[src/rtl/csa_acc_pkg.sv]
// rtl/csa_acc_pkg.sv - state type, 3:2 compressor and width legality check for the CSA accumulator
package csa_acc_pkg;

  typedef enum logic [1:0] {
    ST_ACCUM   = 2'd0,
    ST_RESOLVE = 2'd1,
    ST_OUTPUT  = 2'd2
  } acc_state_t;

  // Full-adder cell applied per bit: {carry, sum}; carry is the majority of the inputs.
  function automatic logic [1:0] csa3(input logic a, input logic b, input logic c);
    return {(a & b) | (a & c) | (b & c), a ^ b ^ c};
  endfunction

  // The accumulator must hold LANES operands plus the redundant S/C pair without losing magnitude.
  function automatic bit acc_width_ok(input int lanes, input int width, input int acc_width);
    return acc_width >= width + $clog2(lanes + 2);
  endfunction

endpackage

[src/rtl/csa_stream_accumulator_if.sv]
// rtl/csa_stream_accumulator_if.sv - operand input stream and packet result stream of the CSA accumulator
interface csa_stream_accumulator_if #(
  parameter int LANES     = 3,
  parameter int WIDTH     = 8,
  parameter int ACC_WIDTH = 24
);

  logic                        in_valid;
  logic                        in_ready;
  logic [LANES-1:0][WIDTH-1:0] in_data;
  logic                        in_last;
  logic                        out_valid;
  logic                        out_ready;
  logic [ACC_WIDTH-1:0]        out_sum;
  logic [15:0]                 out_beats;

  // Accumulator side: consumes operand beats, produces packet totals.
  modport slave (
    input  in_valid, in_data, in_last, out_ready,
    output in_ready, out_valid, out_sum, out_beats
  );

  // Producer/consumer side.
  modport master (
    output in_valid, in_data, in_last, out_ready,
    input  in_ready, out_valid, out_sum, out_beats
  );

endinterface

[src/rtl/csa_reduce_tree.sv]
// rtl/csa_reduce_tree.sv - combinational Wallace-style reduction of ROWS rows to a sum/carry pair
module csa_reduce_tree
  import csa_acc_pkg::*;
#(
  parameter int ROWS = 5,
  parameter int W    = 24
) (
  input  logic [ROWS-1:0][W-1:0] rows_in,
  output logic [W-1:0]           sum_row,
  output logic [W-1:0]           carry_row
);

  // Rows left after one layer: every full group of three becomes two, leftovers pass through.
  function automatic int rows_after(input int n);
    return 2 * (n / 3) + (n % 3);
  endfunction

  function automatic int rows_at(input int n0, input int layer);
    int n;
    n = n0;
    for (int i = 0; i < layer; i++) n = rows_after(n);
    return n;
  endfunction

  function automatic int num_layers(input int n0);
    int n;
    int k;
    n = n0;
    k = 0;
    while (n > 2) begin
      n = rows_after(n);
      k++;
    end
    return k;
  endfunction

  localparam int NLAYERS = num_layers(ROWS);

  for (genvar l = 0; l < NLAYERS; l++) begin : g_layer
    localparam int NIN  = rows_at(ROWS, l);
    localparam int NGRP = NIN / 3;
    localparam int NOUT = rows_after(NIN);

    logic [NIN-1:0][W-1:0]  layer_in;
    logic [NOUT-1:0][W-1:0] layer_out;

    if (l == 0) begin : g_first
      assign layer_in = rows_in;
    end else begin : g_chain
      assign layer_in = g_layer[l-1].layer_out;
    end

    for (genvar g = 0; g < NGRP; g++) begin : g_grp
      logic [W-1:0] s_bits;
      logic [W-1:0] c_bits;

      // Compress three rows bit by bit; the carry row gains weight 2 via the shift below.
      always_comb begin
        s_bits = '0;
        c_bits = '0;
        for (int b = 0; b < W; b++) begin
          {c_bits[b], s_bits[b]} = csa3(layer_in[3*g][b], layer_in[3*g+1][b], layer_in[3*g+2][b]);
        end
      end

      assign layer_out[2*g]   = s_bits;
      assign layer_out[2*g+1] = {c_bits[W-2:0], 1'b0};
    end

    for (genvar r = 3 * NGRP; r < NIN; r++) begin : g_pass
      assign layer_out[2*NGRP + r - 3*NGRP] = layer_in[r];
    end
  end

  assign sum_row   = g_layer[NLAYERS-1].layer_out[0];
  assign carry_row = g_layer[NLAYERS-1].layer_out[1];

endmodule

[src/rtl/csa_stream_accumulator.sv]
// rtl/csa_stream_accumulator.sv - carry-save packet accumulator; CSA_ACC_SIGNED_EN selects two's-complement operands
module csa_stream_accumulator
  import csa_acc_pkg::*;
#(
  parameter int LANES     = 3,
  parameter int WIDTH     = 8,
  parameter int ACC_WIDTH = 24
) (
  input  logic                      clk,
  input  logic                      rst_n,
  csa_stream_accumulator_if.slave   bus
);

  if (!acc_width_ok(LANES, WIDTH, ACC_WIDTH)) begin : g_bad_width
    $error("csa_stream_accumulator: ACC_WIDTH too small for LANES/WIDTH");
  end

  localparam int ROWS = LANES + 2;

  acc_state_t                      state;
  acc_state_t                      state_nxt;
  logic [ACC_WIDTH-1:0]            s_q;
  logic [ACC_WIDTH-1:0]            c_q;
  logic [15:0]                     cnt_q;
  logic                            in_ready_q;
  logic                            out_valid_q;
  logic [ACC_WIDTH-1:0]            out_sum_q;
  logic [15:0]                     out_beats_q;
  logic [ROWS-1:0][ACC_WIDTH-1:0]  tree_rows;
  logic [ACC_WIDTH-1:0]            tree_sum;
  logic [ACC_WIDTH-1:0]            tree_carry;
  logic                            accept;
  logic                            out_fire;

  assign accept   = bus.in_valid && in_ready_q && (state == ST_ACCUM);
  assign out_fire = out_valid_q && bus.out_ready && (state == ST_OUTPUT);

  // Feed the redundant pair back in alongside the extended operands of the current beat.
  always_comb begin
    tree_rows    = '0;
    tree_rows[0] = s_q;
    tree_rows[1] = c_q;
    for (int i = 0; i < LANES; i++) begin
`ifdef CSA_ACC_SIGNED_EN
      tree_rows[i+2] = ACC_WIDTH'($signed(bus.in_data[i]));
`else
      tree_rows[i+2] = ACC_WIDTH'(bus.in_data[i]);
`endif
    end
  end

  csa_reduce_tree #(
    .ROWS (ROWS),
    .W    (ACC_WIDTH)
  ) u_tree (
    .rows_in   (tree_rows),
    .sum_row   (tree_sum),
    .carry_row (tree_carry)
  );

  // State register.
  always_ff @(posedge clk or negedge rst_n) begin
    if (!rst_n) state <= ST_ACCUM;
    else        state <= state_nxt;
  end

  // Packet sequencing: accumulate until the last beat, resolve once, hold until taken.
  always_comb begin
    state_nxt = state;
    case (state)
      ST_ACCUM:   if (accept && bus.in_last) state_nxt = ST_RESOLVE;
      ST_RESOLVE: state_nxt = ST_OUTPUT;
      ST_OUTPUT:  if (out_fire) state_nxt = ST_ACCUM;
      default:    state_nxt = ST_ACCUM;
    endcase
  end

  // Datapath: CSA fold per beat, single carry-propagate add in RESOLVE, clear on result handshake.
  always_ff @(posedge clk or negedge rst_n) begin
    if (!rst_n) begin
      s_q         <= '0;
      c_q         <= '0;
      cnt_q       <= '0;
      in_ready_q  <= 1'b0;
      out_valid_q <= 1'b0;
      out_sum_q   <= '0;
      out_beats_q <= '0;
    end else begin
      // Registered from the next state so in_ready never depends on in_valid combinationally.
      in_ready_q <= (state_nxt == ST_ACCUM);
      if (accept) begin
        s_q <= tree_sum;
        c_q <= tree_carry;
        if (cnt_q != 16'hFFFF) cnt_q <= cnt_q + 16'd1;
      end
      if (state == ST_RESOLVE) begin
        out_sum_q   <= s_q + c_q;
        out_beats_q <= cnt_q;
        out_valid_q <= 1'b1;
      end
      if (out_fire) begin
        out_valid_q <= 1'b0;
        s_q         <= '0;
        c_q         <= '0;
        cnt_q       <= '0;
      end
    end
  end

  assign bus.in_ready  = in_ready_q;
  assign bus.out_valid = out_valid_q;
  assign bus.out_sum   = out_sum_q;
  assign bus.out_beats = out_beats_q;

endmodule
[src/flat_wrapper.sv]
// flat-port wrapper written by rule: the top's interface ports become plain ports
module csa_stream_accumulator_flat import csa_acc_pkg::*;
#(
  parameter int LANES     = 3,
  parameter int WIDTH     = 8,
  parameter int ACC_WIDTH = 24
)
  (clk, rst_n, bus_in_valid, bus_in_data, bus_in_last, bus_out_ready, bus_in_ready, bus_out_valid, bus_out_sum, bus_out_beats);
  csa_stream_accumulator_if #(.LANES(LANES), .WIDTH(WIDTH), .ACC_WIDTH(ACC_WIDTH)) bus_i ();
  input  logic clk;
  input  logic rst_n;
  input wire logic [$bits(bus_i.in_valid)-1:0] bus_in_valid;
  input wire logic [$bits(bus_i.in_data)-1:0] bus_in_data;
  input wire logic [$bits(bus_i.in_last)-1:0] bus_in_last;
  input wire logic [$bits(bus_i.out_ready)-1:0] bus_out_ready;
  output wire logic [$bits(bus_i.in_ready)-1:0] bus_in_ready;
  output wire logic [$bits(bus_i.out_valid)-1:0] bus_out_valid;
  output wire logic [$bits(bus_i.out_sum)-1:0] bus_out_sum;
  output wire logic [$bits(bus_i.out_beats)-1:0] bus_out_beats;
  assign bus_i.in_valid = bus_in_valid;
  assign bus_i.in_data = bus_in_data;
  assign bus_i.in_last = bus_in_last;
  assign bus_i.out_ready = bus_out_ready;
  assign bus_in_ready = bus_i.in_ready;
  assign bus_out_valid = bus_i.out_valid;
  assign bus_out_sum = bus_i.out_sum;
  assign bus_out_beats = bus_i.out_beats;
  csa_stream_accumulator #(.LANES(LANES), .WIDTH(WIDTH), .ACC_WIDTH(ACC_WIDTH)) u_core (.clk(clk), .rst_n(rst_n), .bus(bus_i));
endmodule
[config.mk]
export PLATFORM = sky130hd
export DESIGN_NAME = csa_stream_accumulator_flat
export DESIGN_NICKNAME = d
export VERILOG_FILES = /design/src/rtl/csa_acc_pkg.sv /design/src/rtl/csa_stream_accumulator_if.sv /design/src/rtl/csa_reduce_tree.sv /design/src/rtl/csa_stream_accumulator.sv /design/src/flat_wrapper.sv
export SDC_FILE = /design/constraint.sdc
export NUM_CORES = 1
export LEC_CHECK = 0
export BUFFER_PORTS_ARGS = -buffer_cell sky130_fd_sc_hd__buf_2
export CORE_MARGIN = 2
export CORE_UTILIZATION = 64
export DETAILED_ROUTE_END_ITERATION = 7
export GPL_TIMING_DRIVEN = 0
export PLACE_DENSITY = 0.86
export SYNTH_ARGS = -nofsm -noshare
export SYNTH_HDL_FRONTEND = slang
export SYNTH_SLANG_ARGS = --single-unit
[constraint.sdc]
create_clock -name clk -period 4.16 [get_ports clk]
set_clock_uncertainty 0.05 [all_clocks]
set_input_delay 0.208 -clock clk [delete_from_list [all_inputs] [get_ports clk]]
set_output_delay 0.208 -clock clk [all_outputs]
set_load 0.02 [all_outputs]
Word-level counts from Yosys, hierarchy flattened
Cells that the tools add are included.
{"block": "totals", "register_bits": 108, "latchBits": 0, "ramBits": 0, "romBits": 0, "inputBits": 29, "wordCells": 287, "memories": 0}
{"block": "op_classes", "addsub": 2, "n_mul": 0, "div": 0, "order_cmp": 0, "eq_ne": 3, "shifts": 0, "n_mux": 12, "bitwise_logic": 251, "reduce_logical": 11}
{"operator": "$and A1 B1 Y1", "n": 113}
{"operator": "$mux W24", "n": 4}
{"operator": "$xor A1 B1 Y1", "n": 94}
{"operator": "$mux W16", "n": 3}
{"operator": "$or A1 B1 Y1", "n": 44}
{"operator": "$add A24 B24 Y24", "n": 1}
{"operator": "$add A16 B1 Y16 const B", "n": 1}
{"operator": "$ne A16 B16 Y1 const B", "n": 1}
{"operator": "$pmux W2 S3", "n": 1}
{"operator": "$reduce_bool A2 Y1", "n": 3}
{"operator": "$logic_and A1 B1 Y1", "n": 5}
{"operator": "$logic_not A2 Y1", "n": 2}
{"operator": "$mux W2", "n": 2}
{"operator": "$eq A2 B1 Y1 const B", "n": 1}
{"operator": "$eq A2 B2 Y1 const B", "n": 1}
{"operator": "$mux W1", "n": 2}
{"operator": "$reduce_and A2 Y1", "n": 1}

Depth between registers and ports, before layout
{"block": "depth", "depth_word": 11, "depth_mapped": 9, "depth_no_buf": 9}

Cells and area by module
From an unflattened synthesis, not the netlist that was laid out.
{"block": "hier_totals", "cells_unflattened": 784, "hier_area_um2": 7459.7}
{"mod": "csa_stream_accumulator", "n_inst": 1, "cells_per_inst": 577, "area_per_inst_um2": 5524.0}
{"mod": "csa_reduce_tree", "n_inst": 1, "cells_per_inst": 207, "area_per_inst_um2": 1935.6}

Worst setup path before layout
No wires, ideal clock.
{"block": "synth_path", "kind": "register -> register", "start": "register u_core.c_q[1]", "end": "register u_core.out_sum_q[23], in the netlist u_core.bus.out_sum[23]", "setup_ps": 82, "arrival_ps": 2336, "slack_ps": 1692, "path_stages_with_launch": 9, "period_less_slack_ps": 2468, "path_cell_list": "dfrtp_1 > ha_1 > fa_1 > a211oi_1 > o211ai_2 > a31oi_2 > a2111oi_2 > or3_1 > a31oi_1"}
{"block": "synth_between", "elab_chain_len": 1}
{"element": "start: declaration", "line": "csa_stream_accumulator.sv:23", "source": "logic [ACC_WIDTH-1:0] c_q;"}
{"element": "start signal: assignment", "line": "csa_stream_accumulator.sv:93", "source": "c_q <= tree_carry;"}
{"element": "$add A24 B24 Y24", "line": "csa_stream_accumulator.sv:97", "source": "out_sum_q <= s_q + c_q;"}
{"element": "end signal: assignment", "line": "csa_stream_accumulator.sv:97"}
{"element": "end: declaration", "line": "csa_stream_accumulator.sv:27", "source": "logic [ACC_WIDTH-1:0] out_sum_q;"}
Every way passes these cells.
A chain may end at the register's enable or synchronous reset.

Worst setup path in the final report
Ends and elaborated chain as after synthesis.

==> summary.md <==
| Metric | Value |
|---|---|
| CP Data Required Time | 4.41 ns |
| Initial antenna violation count | 1 |
| Cts repair resizes | 0 |
| Max VDD drop | 0.409 mV |
| Layout cells sized above 1 | 14.4% |
| Worst-path fanout max | 4 |
| Sequential fraction of design power | 35.9% |
| Ys async rst share | 100% |
| Critical path class | register to register |
| Seq cells post-synth | 107 |
| Largest net degree at the start of global routing | 60 |
| Total CTS buffers | 9 |
| Total Negative Setup Slacks | 0 ns |
| IO Pins | 71 |
| Pwr Density | 543 nW/um2 |
| CP delay by family, top | compound AO/OA/AOI/OAI gates |
| Die area | 11000 um2 |
| Drt first pass iters | 5 |
| Relative slew margins | 53.4% |
| Synth area leader | dfrtp_1 |
| Cell at the root of the clock tree | clkbuf_8 |
| Final-report hold violation count | 0 |
| Crit path DAT | 3.17 ns |
| Pint | 2330 uW |
| P_sw | 1650 uW |
| Die Wd | 105 um |
| Worst path bufs/invs | 0 |
| Grt total ovfl | 0 |
| Antenna Nets Post-Route | 0 |
| Total track usage | 29.1% |
| Starting Density | 66.2% |
| Total of max-cap violations | 0 |
| Post-CTS Setup Inserts | 0 |
| Final Setup Violations | 0 |
| CTS tree | done |
| Row count | 36 |
| Least-Margin Pin Slew | 0.699 ns |
| Core footprint | 9860 um2 |
| WL/cell | 17.5 um |
| CTS H-tree lvls | 3 |
| Vert. Die Dim | 105 um |
| Hpwl dp | 11200 um |
| DR vias | 5047 |
| RSZ-0062 raised after global routing | no |
| Clock network fraction of total power | 19.3% |
| Status | completed |
| Crit-path max cell delay | 0.50 ns |
| Max Fclk | 0.343 GHz |
| Port Buffers | 70 |
| Startpoint types | register |
| Post-synthesis cell type count | 53 |
| Most frequent cells after synthesis | nand2_1, dfrtp_1, inv_1 |
| Top-count cell post-synth | nand2_1 |
| Final nets | 846 |
| Placer congestion estimate | 0.892 |
| Register area share after synthesis | 41.0% |
| Syn Area/Cell | 10.2 um2 |
| Synth Warn # | 0 |
| Global-route wire length before repair | 25400 um |
| Pleak | 0.00378 uW |
| Avg Vias per Cell | 5.85 |
| Placed cell count | 846 |
| Hold Path Class | input pin to register |
| Final Critical Period | 2.91 ns |
| Clk_lat worst skew | 0.38 ns |
| Max-slew violations | 0 |
| Switching share of power | 41.5% |
| Diodes inserted | 0 |
| Comb power frac | 44.8% |
| Share of the synthesized area in the top cell type | 41.0% |
| Min Hold Slack | 0.0290 ns |
| Overall Power | 3980 uW |
| Worst path cell trace | ha_1 -> fa_1 -> a211oi_1 -> o211ai_2 -> a31oi_2 -> a2111oi_2 -> or3_1 -> a31oi_1 |
| CTS clk-pin slew, worst paths | 0.11 ns |
| Vias in the first global route | 5268 |
| Ys flop type | dfrtp_1 |
| Drt drc | 0 |
| Top post-synthesis cells by area | dfrtp_1, fa_1, ha_1 |
| Tcrit/Tclk final | 70.0% |
| Clock Tree Buf Depth | 2 |
| Net Count, Synth | 763 |
| Area growth, synth to finish | 12.2% |
| Number of synthesized flops with an enable pin | 0 |
| Finished Layout Cells | 862 |
| Clock sinks | 107 |
| Post-Synthesis Cell Area | 6540 um2 |
| Total wire length | 15100 um |
| Critical Path Slowest Stage Cell | fa_1 |
| DRT iter0 DRCs | 382 |
| Crit end category | register |
| Post-Syn Instances | 642 |
[final timing paths]
check                                        start                       to  slack [ns]  depth (start not counted)
max reg2reg                          u_core.c_q[1]   u_core.bus.out_sum[23]        1.25                          8
min in group asynchronous                    rst_n  u_core.bus.out_beats[7]        0.35                          2
max                                  u_core.c_q[1]   u_core.bus.out_sum[23]        1.25                          8
min                                    bus_in_last          u_core.state[0]        0.03                          2
max in group asynchronous                    rst_n   u_core.bus.out_sum[14]        3.00                          3
min reg2reg                u_core.bus.out_beats[9]  u_core.bus.out_beats[9]        0.43                          2
[registers in the layout (all words and copies together), names as in the netlist]
register / flops
u_core.bus.out_beats: 16
u_core.s_q: 24
u_core.bus.out_valid: 1
u_core.bus.out_sum: 24
u_core.c_q: 23
u_core.cnt_q: 16
u_core.state: 2
u_core.bus.in_ready: 1
[worst register-to-register path, stage by stage, from the launching register on]
cell and delay (ns):
dfrtp_1 0.44, ha_1 0.28, fa_1 0.50, a211oi_1 0.44
o211ai_2 0.16, a31oi_2 0.34, a2111oi_2 0.15, or3_1 0.32
a31oi_1 0.16
[power by group through the flow]
stage / combinational [uW] / sequential [uW] / clock, uW
6_report: 1780 / 1430 / 770
5_1_grt: 2000 / 1450 / 814
4_1_cts: 1790 / 1430 / 776
3_5_place_dp: 1750 / 1440 / 0
3_3_place_gp: 1620 / 1430 / 0
2_1_floorplan: 1100 / 1500 / 0
[cell usage in the layout (no fill, tap or decap), types with 9 or more instances in the layout]
master	synthesis	final
inv_1	79	79
xnor2_1	15	15
a22o_1	32	32
buf_2	3	72
o21ai_0	33	33
xor2_1	19	19
o21ai_1	11	11
a21oi_1	9	9
nor2_1	22	22
ha_1	56	56
fa_1	36	36
clkbuf_8	0	10
dfrtp_1	107	107
clkbuf_1	20	21
nand2_1	115	115
[cells by family after synthesis]
logic type / count (synthesis) / synth area share (%)
fa+ha+maj: 92 / 21.7
compound gates: 126 / 14.0
mux: 2 / 0.325
simple gates: 178 / 12.3
buf+inv: 103 / 6.09
xor+xnor: 34 / 4.56
flops: 107 / 41.0
[repair_timing]
item,in CTS,in global routing
endpoints found under the hold margin,48,0
hold buffers,1,0
endpoints found under the setup margin,0,0
[layout make-up]
type	count	area, um2
buffer	24	101
clock inverter	4	98.8
sequential	107	2680
tap	133	166
clock buffer	11	141
multi-input combinational	432	3460
fill	665	2530
timing repair buffer	72	390
inverter	79	297
[through the flow]
stage,util (%),area [um2],setup slack (ns)
after floorplan,-,6540,1.69
after global placement,71.5,7050,1.37
after detailed placement,71.8,7080,1.32
after CTS,74.3,7330,1.26
after global routing,74.3,7330,1.10
final,74.3,7330,1.25
[metal layers]
metal / track usage (%) / vias to the layer above / wire length (um)
met1: 37.9 / 2498 / 6370
met4: 9.90 / 2 / 312
li1: - / 2303 / -
met5: 0 / - / 8
met2: 49.7 / 212 / 7480
met3: 4.74 / 32 / 892
Power figures use the tool's default switching activity.
